==> src/rtl/sprite_draw_scheduler_if.sv <==
// Sprite start/finish handshake, per-sprite pixel streams and the shared VGA write port.
// The scheduler uses the master side; sprite engines and the VGA adapter sit on the slave side.
interface sprite_draw_scheduler_if #(
  parameter int unsigned N_SPRITES = 4
);
  logic [N_SPRITES-1:0]   sprite_en;
  logic [N_SPRITES-1:0]   sprite_done;
  logic [N_SPRITES-1:0]   sprite_plot;
  logic [8*N_SPRITES-1:0] sprite_x;
  logic [7*N_SPRITES-1:0] sprite_y;
  logic [3*N_SPRITES-1:0] sprite_colour;
  logic                   vga_plot;
  logic [7:0]             vga_x;
  logic [6:0]             vga_y;
  logic [2:0]             vga_colour;

  modport master (
    output sprite_en,
    input  sprite_done,
    input  sprite_plot,
    input  sprite_x,
    input  sprite_y,
    input  sprite_colour,
    output vga_plot,
    output vga_x,
    output vga_y,
    output vga_colour
  );

  modport slave (
    input  sprite_en,
    output sprite_done,
    output sprite_plot,
    output sprite_x,
    output sprite_y,
    output sprite_colour,
    input  vga_plot,
    input  vga_x,
    input  vga_y,
    input  vga_colour
  );
endinterface

==> src/rtl/sprite_draw_scheduler.sv <==
// Walks enabled sprites in index order on each frame tick, starting each one and forwarding
// its pixel stream to the single VGA write port until it finishes or times out.
module sprite_draw_scheduler #(
  parameter int unsigned N_SPRITES = 4,
  parameter logic [19:0] TIMEOUT   = 20'd50000
) (
  input  logic                     clk,
  input  logic                     resetn,
  input  logic                     frame_tick,
  input  logic [N_SPRITES-1:0]     sprite_mask,
  sprite_draw_scheduler_if.master  bus,
  output logic                     busy,
  output logic                     pass_done,
  output logic                     overrun,
  output logic [N_SPRITES-1:0]     timeout_flags
);

  localparam int unsigned    IdxW    = (N_SPRITES > 1) ? $clog2(N_SPRITES) : 1;
  localparam logic [IdxW-1:0] LastIdx = IdxW'(N_SPRITES - 1);

  typedef enum logic [2:0] {StIdle, StSelect, StStart, StWaitDone, StNext} state_e;

  state_e               state_q, state_d;
  logic [IdxW-1:0]      idx_q, idx_d;
  logic                 pending_q, pending_d;
  logic [N_SPRITES-1:0] active_mask_q, active_mask_d;
  logic [19:0]          tmo_cnt_q, tmo_cnt_d;
  logic                 overrun_q, overrun_d;
  logic [N_SPRITES-1:0] tflags_q, tflags_d;
  logic                 pass_done_q, pass_done_d;

  logic                 vga_plot_q;
  logic [7:0]           vga_x_q;
  logic [6:0]           vga_y_q;
  logic [2:0]           vga_colour_q;

  int unsigned          sel;
  logic                 sel_plot;
  logic [7:0]           sel_x;
  logic [6:0]           sel_y;
  logic [2:0]           sel_colour;

  always_comb begin
    state_d       = state_q;
    idx_d         = idx_q;
    pending_d     = pending_q;
    active_mask_d = active_mask_q;
    tmo_cnt_d     = tmo_cnt_q;
    overrun_d     = overrun_q;
    tflags_d      = tflags_q;
    pass_done_d   = 1'b0;
    bus.sprite_en = '0;

    // A tick during a pass queues at most one rerun; anything beyond that is an overrun.
    if (frame_tick && (state_q != StIdle)) begin
      if (pending_q) overrun_d = 1'b1;
      else           pending_d = 1'b1;
    end

    case (state_q)
      StIdle: begin
        if (frame_tick || pending_q) begin
          active_mask_d = sprite_mask;
          idx_d         = '0;
          pending_d     = 1'b0;
          state_d       = StSelect;
        end
      end
      StSelect: begin
        state_d = active_mask_q[idx_q] ? StStart : StNext;
      end
      StStart: begin
        bus.sprite_en[idx_q] = 1'b1;
        tmo_cnt_d            = '0;
        state_d              = StWaitDone;
      end
      StWaitDone: begin
        if (tmo_cnt_q != '1) tmo_cnt_d = tmo_cnt_q + 20'd1;
        if (bus.sprite_done[idx_q]) begin
          state_d = StNext;
        end else if (tmo_cnt_q == TIMEOUT - 20'd1) begin
          tflags_d[idx_q] = 1'b1;
          state_d         = StNext;
        end
      end
      StNext: begin
        if (idx_q == LastIdx) begin
          pass_done_d = 1'b1;
          state_d     = StIdle;
        end else begin
          idx_d   = idx_q + 1'b1;
          state_d = StSelect;
        end
      end
      default: state_d = StIdle;
    endcase
  end

  always_comb begin
    sel        = 32'(idx_q);
    sel_plot   = bus.sprite_plot[sel];
    sel_x      = bus.sprite_x[8*sel +: 8];
    sel_y      = bus.sprite_y[7*sel +: 7];
    sel_colour = bus.sprite_colour[3*sel +: 3];
  end

  always_ff @(posedge clk) begin
    if (!resetn) begin
      state_q       <= StIdle;
      idx_q         <= '0;
      pending_q     <= 1'b0;
      active_mask_q <= '0;
      tmo_cnt_q     <= '0;
      overrun_q     <= 1'b0;
      tflags_q      <= '0;
      pass_done_q   <= 1'b0;
    end else begin
      state_q       <= state_d;
      idx_q         <= idx_d;
      pending_q     <= pending_d;
      active_mask_q <= active_mask_d;
      tmo_cnt_q     <= tmo_cnt_d;
      overrun_q     <= overrun_d;
      tflags_q      <= tflags_d;
      pass_done_q   <= pass_done_d;
    end
  end

  // Coordinates only follow the owning sprite, so idle sprites never leak onto the VGA bus.
  always_ff @(posedge clk) begin
    if (!resetn) begin
      vga_plot_q   <= 1'b0;
      vga_x_q      <= '0;
      vga_y_q      <= '0;
      vga_colour_q <= '0;
    end else begin
      vga_plot_q <= (state_q == StWaitDone) && sel_plot;
      if (state_q == StWaitDone) begin
        vga_x_q      <= sel_x;
        vga_y_q      <= sel_y;
        vga_colour_q <= sel_colour;
      end
    end
  end

  assign bus.vga_plot   = vga_plot_q;
  assign bus.vga_x      = vga_x_q;
  assign bus.vga_y      = vga_y_q;
  assign bus.vga_colour = vga_colour_q;

  assign busy          = (state_q != StIdle);
  assign pass_done     = pass_done_q;
  assign overrun       = overrun_q;
  assign timeout_flags = tflags_q;

endmodule

==> src/flat_wrapper.sv <==
// flat-port wrapper written by rule: the top's interface ports become plain ports
module sprite_draw_scheduler_flat 
#(
  parameter int unsigned N_SPRITES = 4,
  parameter logic [19:0] TIMEOUT   = 20'd50000
)
  (clk, resetn, frame_tick, sprite_mask, busy, pass_done, overrun, timeout_flags, bus_sprite_en, bus_sprite_done, bus_sprite_plot, bus_sprite_x, bus_sprite_y, bus_sprite_colour, bus_vga_plot, bus_vga_x, bus_vga_y, bus_vga_colour);
  sprite_draw_scheduler_if #(.N_SPRITES(N_SPRITES)) bus_i ();
  input  logic clk;
  input  logic resetn;
  input  logic frame_tick;
  input  logic [N_SPRITES-1:0] sprite_mask;
  output logic busy;
  output logic pass_done;
  output logic overrun;
  output logic [N_SPRITES-1:0] timeout_flags;
  output wire logic [$bits(bus_i.sprite_en)-1:0] bus_sprite_en;
  input wire logic [$bits(bus_i.sprite_done)-1:0] bus_sprite_done;
  input wire logic [$bits(bus_i.sprite_plot)-1:0] bus_sprite_plot;
  input wire logic [$bits(bus_i.sprite_x)-1:0] bus_sprite_x;
  input wire logic [$bits(bus_i.sprite_y)-1:0] bus_sprite_y;
  input wire logic [$bits(bus_i.sprite_colour)-1:0] bus_sprite_colour;
  output wire logic [$bits(bus_i.vga_plot)-1:0] bus_vga_plot;
  output wire logic [$bits(bus_i.vga_x)-1:0] bus_vga_x;
  output wire logic [$bits(bus_i.vga_y)-1:0] bus_vga_y;
  output wire logic [$bits(bus_i.vga_colour)-1:0] bus_vga_colour;
  assign bus_sprite_en = bus_i.sprite_en;
  assign bus_i.sprite_done = bus_sprite_done;
  assign bus_i.sprite_plot = bus_sprite_plot;
  assign bus_i.sprite_x = bus_sprite_x;
  assign bus_i.sprite_y = bus_sprite_y;
  assign bus_i.sprite_colour = bus_sprite_colour;
  assign bus_vga_plot = bus_i.vga_plot;
  assign bus_vga_x = bus_i.vga_x;
  assign bus_vga_y = bus_i.vga_y;
  assign bus_vga_colour = bus_i.vga_colour;
  sprite_draw_scheduler #(.N_SPRITES(N_SPRITES), .TIMEOUT(TIMEOUT)) u_core (.clk(clk), .resetn(resetn), .frame_tick(frame_tick), .sprite_mask(sprite_mask), .bus(bus_i), .busy(busy), .pass_done(pass_done), .overrun(overrun), .timeout_flags(timeout_flags));
endmodule
==> config.mk <==
export PLATFORM = sky130hd
export DESIGN_NAME = sprite_draw_scheduler_flat
export DESIGN_NICKNAME = d
export VERILOG_FILES = /design/src/rtl/sprite_draw_scheduler_if.sv /design/src/rtl/sprite_draw_scheduler.sv /design/src/flat_wrapper.sv
export SDC_FILE = /design/constraint.sdc
export NUM_CORES = 1
export LEC_CHECK = 0
export CAP_MARGIN = 30
export CORE_UTILIZATION = 30
export DETAILED_ROUTE_END_ITERATION = 10
export PLACE_DENSITY = 0.68
export SYNTH_ARGS = -nofsm -noshare
export SYNTH_HDL_FRONTEND = slang
export SYNTH_SLANG_ARGS = --single-unit
==> constraint.sdc <==
create_clock -name clk -period 2.3 [get_ports clk]
set_clock_uncertainty 0.15 [all_clocks]
set_input_delay 0.69 -clock clk [delete_from_list [all_inputs] [get_ports clk]]
set_output_delay 0.69 -clock clk [all_outputs]
set_load 0.01 [all_outputs]
==> metrics.md <==
| Metric | Value |
|---|---|
| Status | `completed` |
| Leak | `0.00158 uW` |
| Yosys reg bits | `55` |
| Crit path time final | `2210 ps` |
| First-pass GRT wire length | `13200 um` |
| CTS tree | `done` |
| Hold crit path type | `flop to flop` |
| Layout area overhead | `49.5%` |
| Power density cells | `459 mW/mm^2` |
| Placed Cells incl. Taps | `573` |
| Prevailing post-synth register cell | `dfxtp_1` |
| Hold-fix buffers at CTS | `0` |
| Initial antenna violation count | `0` |
| Drt pass-1 iters | `4` |
| Rows | `36` |
| Routability cong. | `0.837` |
| Net count after synthesis | `421` |
| Tcrit/Tclk final | `96.1%` |
| WL/cell | `14.0 um` |
| Yosys top cell by area | `dfxtp_1` |
| CP arrival | `1370 ps` |
| Core area | `0.00986 mm^2` |
| HP Start | `u_core.bus.vga_colour[1]$_SDFFE_PN0P_` |
| Min Hold Slack | `315 ps` |
| Reg clk slew, reported paths | `110 ps` |
| Largest net degree at the start of global routing | `57` |
| Reg2Reg Launch Point | `u_core.tmo_cnt_q[0]$_SDFFE_PN0P_` |
| Crit-path cells | `inv_1 -> ha_1 -> and2_1 -> dlygate4sd2_1` |
| Post-synth top cells | `dfxtp_1 (55), nand2_1 (53), mux4_2 (21)` |
| Die ar. | `0.0107 mm^2` |
| Worst vdd ir | `222 uV` |
| Top-area cell type share of the netlist area | `35.7%` |
| Clock sink total | `55` |
| Via count | `2917` |
| Die height | `103 um` |
| Fmax | `0.452 GHz` |
| Hold Fails Final Rpt | `0` |
| EDFF count, synth | `0` |
| Grt ovf | `0` |
| Yosys warns | `0` |
| CTS buffer count | `5` |
| Multiplexer share of the synthesized area | `17.6%` |
| Critical path type | `flop to output port` |
| R2R setup slack | `190 ps` |
| Synth unique cells | `50` |
| Clock buffer depth | `2` |
| DRT iter0 DRCs | `129` |
| Hold Path End | `u_core.bus.vga_colour[1]$_SDFFE_PN0P_` |
| Worst Path Required | `1460 ps` |
| # DRC | `0` |
| Cells after Synth | `329` |
| Avg Cell Area, Syn | `9.37 um^2` |
| Worst Hold Depth | `2` |
| Synth Area in Adders | `2.03%` |
| Overall routed net length | `8140 um` |
| Critical path's slowest cell | `dfxtp_4` |
| Setup crit end kind | `output port` |
| RSZ-0062 raised after global routing | `no` |
| Critical path startpoint category | `flop` |
| Placed cell areas | `0.00447 mm^2` |
| Die W | `103 um` |
| IO Port Bufs | `116` |
| HPWL Detailed | `6110 um` |
| Compound-Gate Fraction of Synth Area | `15.9%` |
| Finished Layout Cells | `582` |
| Initial Utilization | `31.3%` |
| Root Buffer | `clkbuf_8` |
| Simple-gate share of the synthesized area | `25.4%` |
| Ys async rst share | `0%` |
| Finish-stage setup viols | `0` |
| Max Slew Vio Count | `0` |
| Final net count | `540` |
| Io pins | `117` |
| Largest family of logic cells by synthesized area | `simple AND/OR/NAND/NOR gates` |
| Maximum fanout along the worst path | `6` |
| FF-to-FF path depth | `6` |
| Htree depth | `2` |
| Post-synth design cell area | `0.00308 mm^2` |
| Max-Cap Viols | `0` |
| Setup tns final | `0 ps` |
| Antenna diodes | `0` |
| Vias in the first global route | `2800` |
| Worst-Skew Late Latency | `320 ps` |
| Top post-synthesis cells by area | `dfxtp_1 (36%), mux4_2 (15%), nand2_1 (6.5%), a21boi_0 (4.4%), nor2b_1 (3.0%)` |
| Crit-path leading delay family | `flip-flops` |
| CP peak stage delay | `390 ps` |
| Reg2Reg Capture Point | `u_core.tmo_cnt_q[0]$_SDFFE_PN0P_` |
| Layout cells sized above 1 | `14.9%` |
| Gr usage total | `15.8%` |
| Sequential area share after synthesis | `35.7%` |
| Worst Tran Pin Value | `787 ps` |
| Routed vias/inst | `5.01` |
| WP buf/inv | `2` |
| Xor and xnor fraction of the mapped netlist area | `0%` |
| Slew HR | `47.3%` |
| Final Cell Area | `0.00461 mm^2` |
| Final ANT Viol Nets | `0` |
| Total power | `2120 uW` |
| Most frequent cell after synthesis | `dfxtp_1` |
worst reg2reg max path: stages (launching register included):
cell and delay [ps]:
dfxtp_1 420, ha_1 270, nand3_4 100, nor3_4 370, a31oi_1 370, mux2i_1 240, and2_1 140
placed cells by master, fill, tap and decap left out, drive strengths merged, types with 6 or more instances in the layout:
| cell type | count |
|---|---|
| mux2i | 7 |
| nor2 | 15 |
| mux4 | 21 |
| a21oi | 13 |
| and2 | 6 |
| nor2b | 15 |
| nand2 | 53 |
| clkbuf | 8 |
| nand3 | 7 |
| buf | 19 |
| dfxtp | 55 |
| a21boi | 26 |
| nor3 | 8 |
| clkdlybuf4s50 | 111 |
| o21ai | 16 |
| a31oi | 10 |
| nand4 | 6 |
kinds of logic after synthesis:
group / Yosys count
simple gates: 139
compound gates: 75
flops: 55
mux: 28
buf+inv: 27
fa+ha+maj: 5
layout make-up:
cell class / count / area, um^2
clock inverters: 3 / 67.6
repair buffers: 135 / 1300
fillers: 929 / 5260
inverters: 4 / 15.0
multi-input cells: 247 / 1890
well taps: 133 / 166
flip-flops and latches: 55 / 1110
clock buffers: 5 / 68.8
per-layer routing:
layer / up-vias / routed length [um] / GRT usage (%)
li1: 1440 / - / -
met1: 1393 / 3590 / 20.4
met2: 77 / 4000 / 25.7
met3: 7 / 448 / 4.10
met4: 0 / 104 / 5.20
met5: - / 0 / 0
stage by stage:
step	setup WS [ps]	util [%]
global placement	-241	45.3
finish	89.9	46.7
CTS	-3.93	46.8
floorplan	109	-
global route	12.8	46.7
detailed placement	-302	45.3
repair_timing:
| item | CTS | global route |
|---|---|---|
| setup buffers | 1 | 0 |
| pin swaps | 0 | 1 |
| endpoints found under the setup margin | 5 | 8 |
| gates resized for setup | 10 | 6 |
sequential cells by signal (all words and copies together) (netlist names):
signal and flops:
u_core.bus.vga_colour 3, u_core.tmo_cnt_q 20, u_core.pending_q 1, u_core.idx_q 2
u_core.pass_done 1, u_core.bus.vga_plot 1, u_core.bus.vga_y 7, u_core.state_q 3
u_core.overrun 1, u_core.active_mask_q 4, u_core.bus.vga_x 8, u_core.timeout_flags 4
power breakdown:
group	total, uW	leakage [uW]	switching, uW	internal [uW]
Combinational	373	0.00107	122	251
Clock	763	0.0000644	329	434
Sequential	980	0.000445	11.5	968
how the worst max path moves through the flow:
stage	startpoint	end	slack (ps)	depth (start not counted)
2_1_floorplan	u_core.idx_q[0]$_SDFFE_PN0P_	bus_sprite_en[0]	110	5
3_3_place_gp	bus_sprite_done[2]	u_core.state_q[0]$_SDFFE_PN0P_	-240	6
3_5_place_dp	bus_sprite_done[3]	u_core.timeout_flags[0]$_SDFFE_PN0P_	-300	6
4_1_cts	u_core.state_q[2]$_SDFFE_PN0P_	bus_sprite_en[0]	-4	5
5_1_grt	u_core.tmo_cnt_q[0]$_SDFFE_PN0P_	u_core.tmo_cnt_q[2]$_SDFFE_PN0P_	10	6
6_report	u_core.idx_q[1]$_SDFFE_PN0P_	bus_sprite_en[1]	90	4
(Power assumes the default switching activity.)
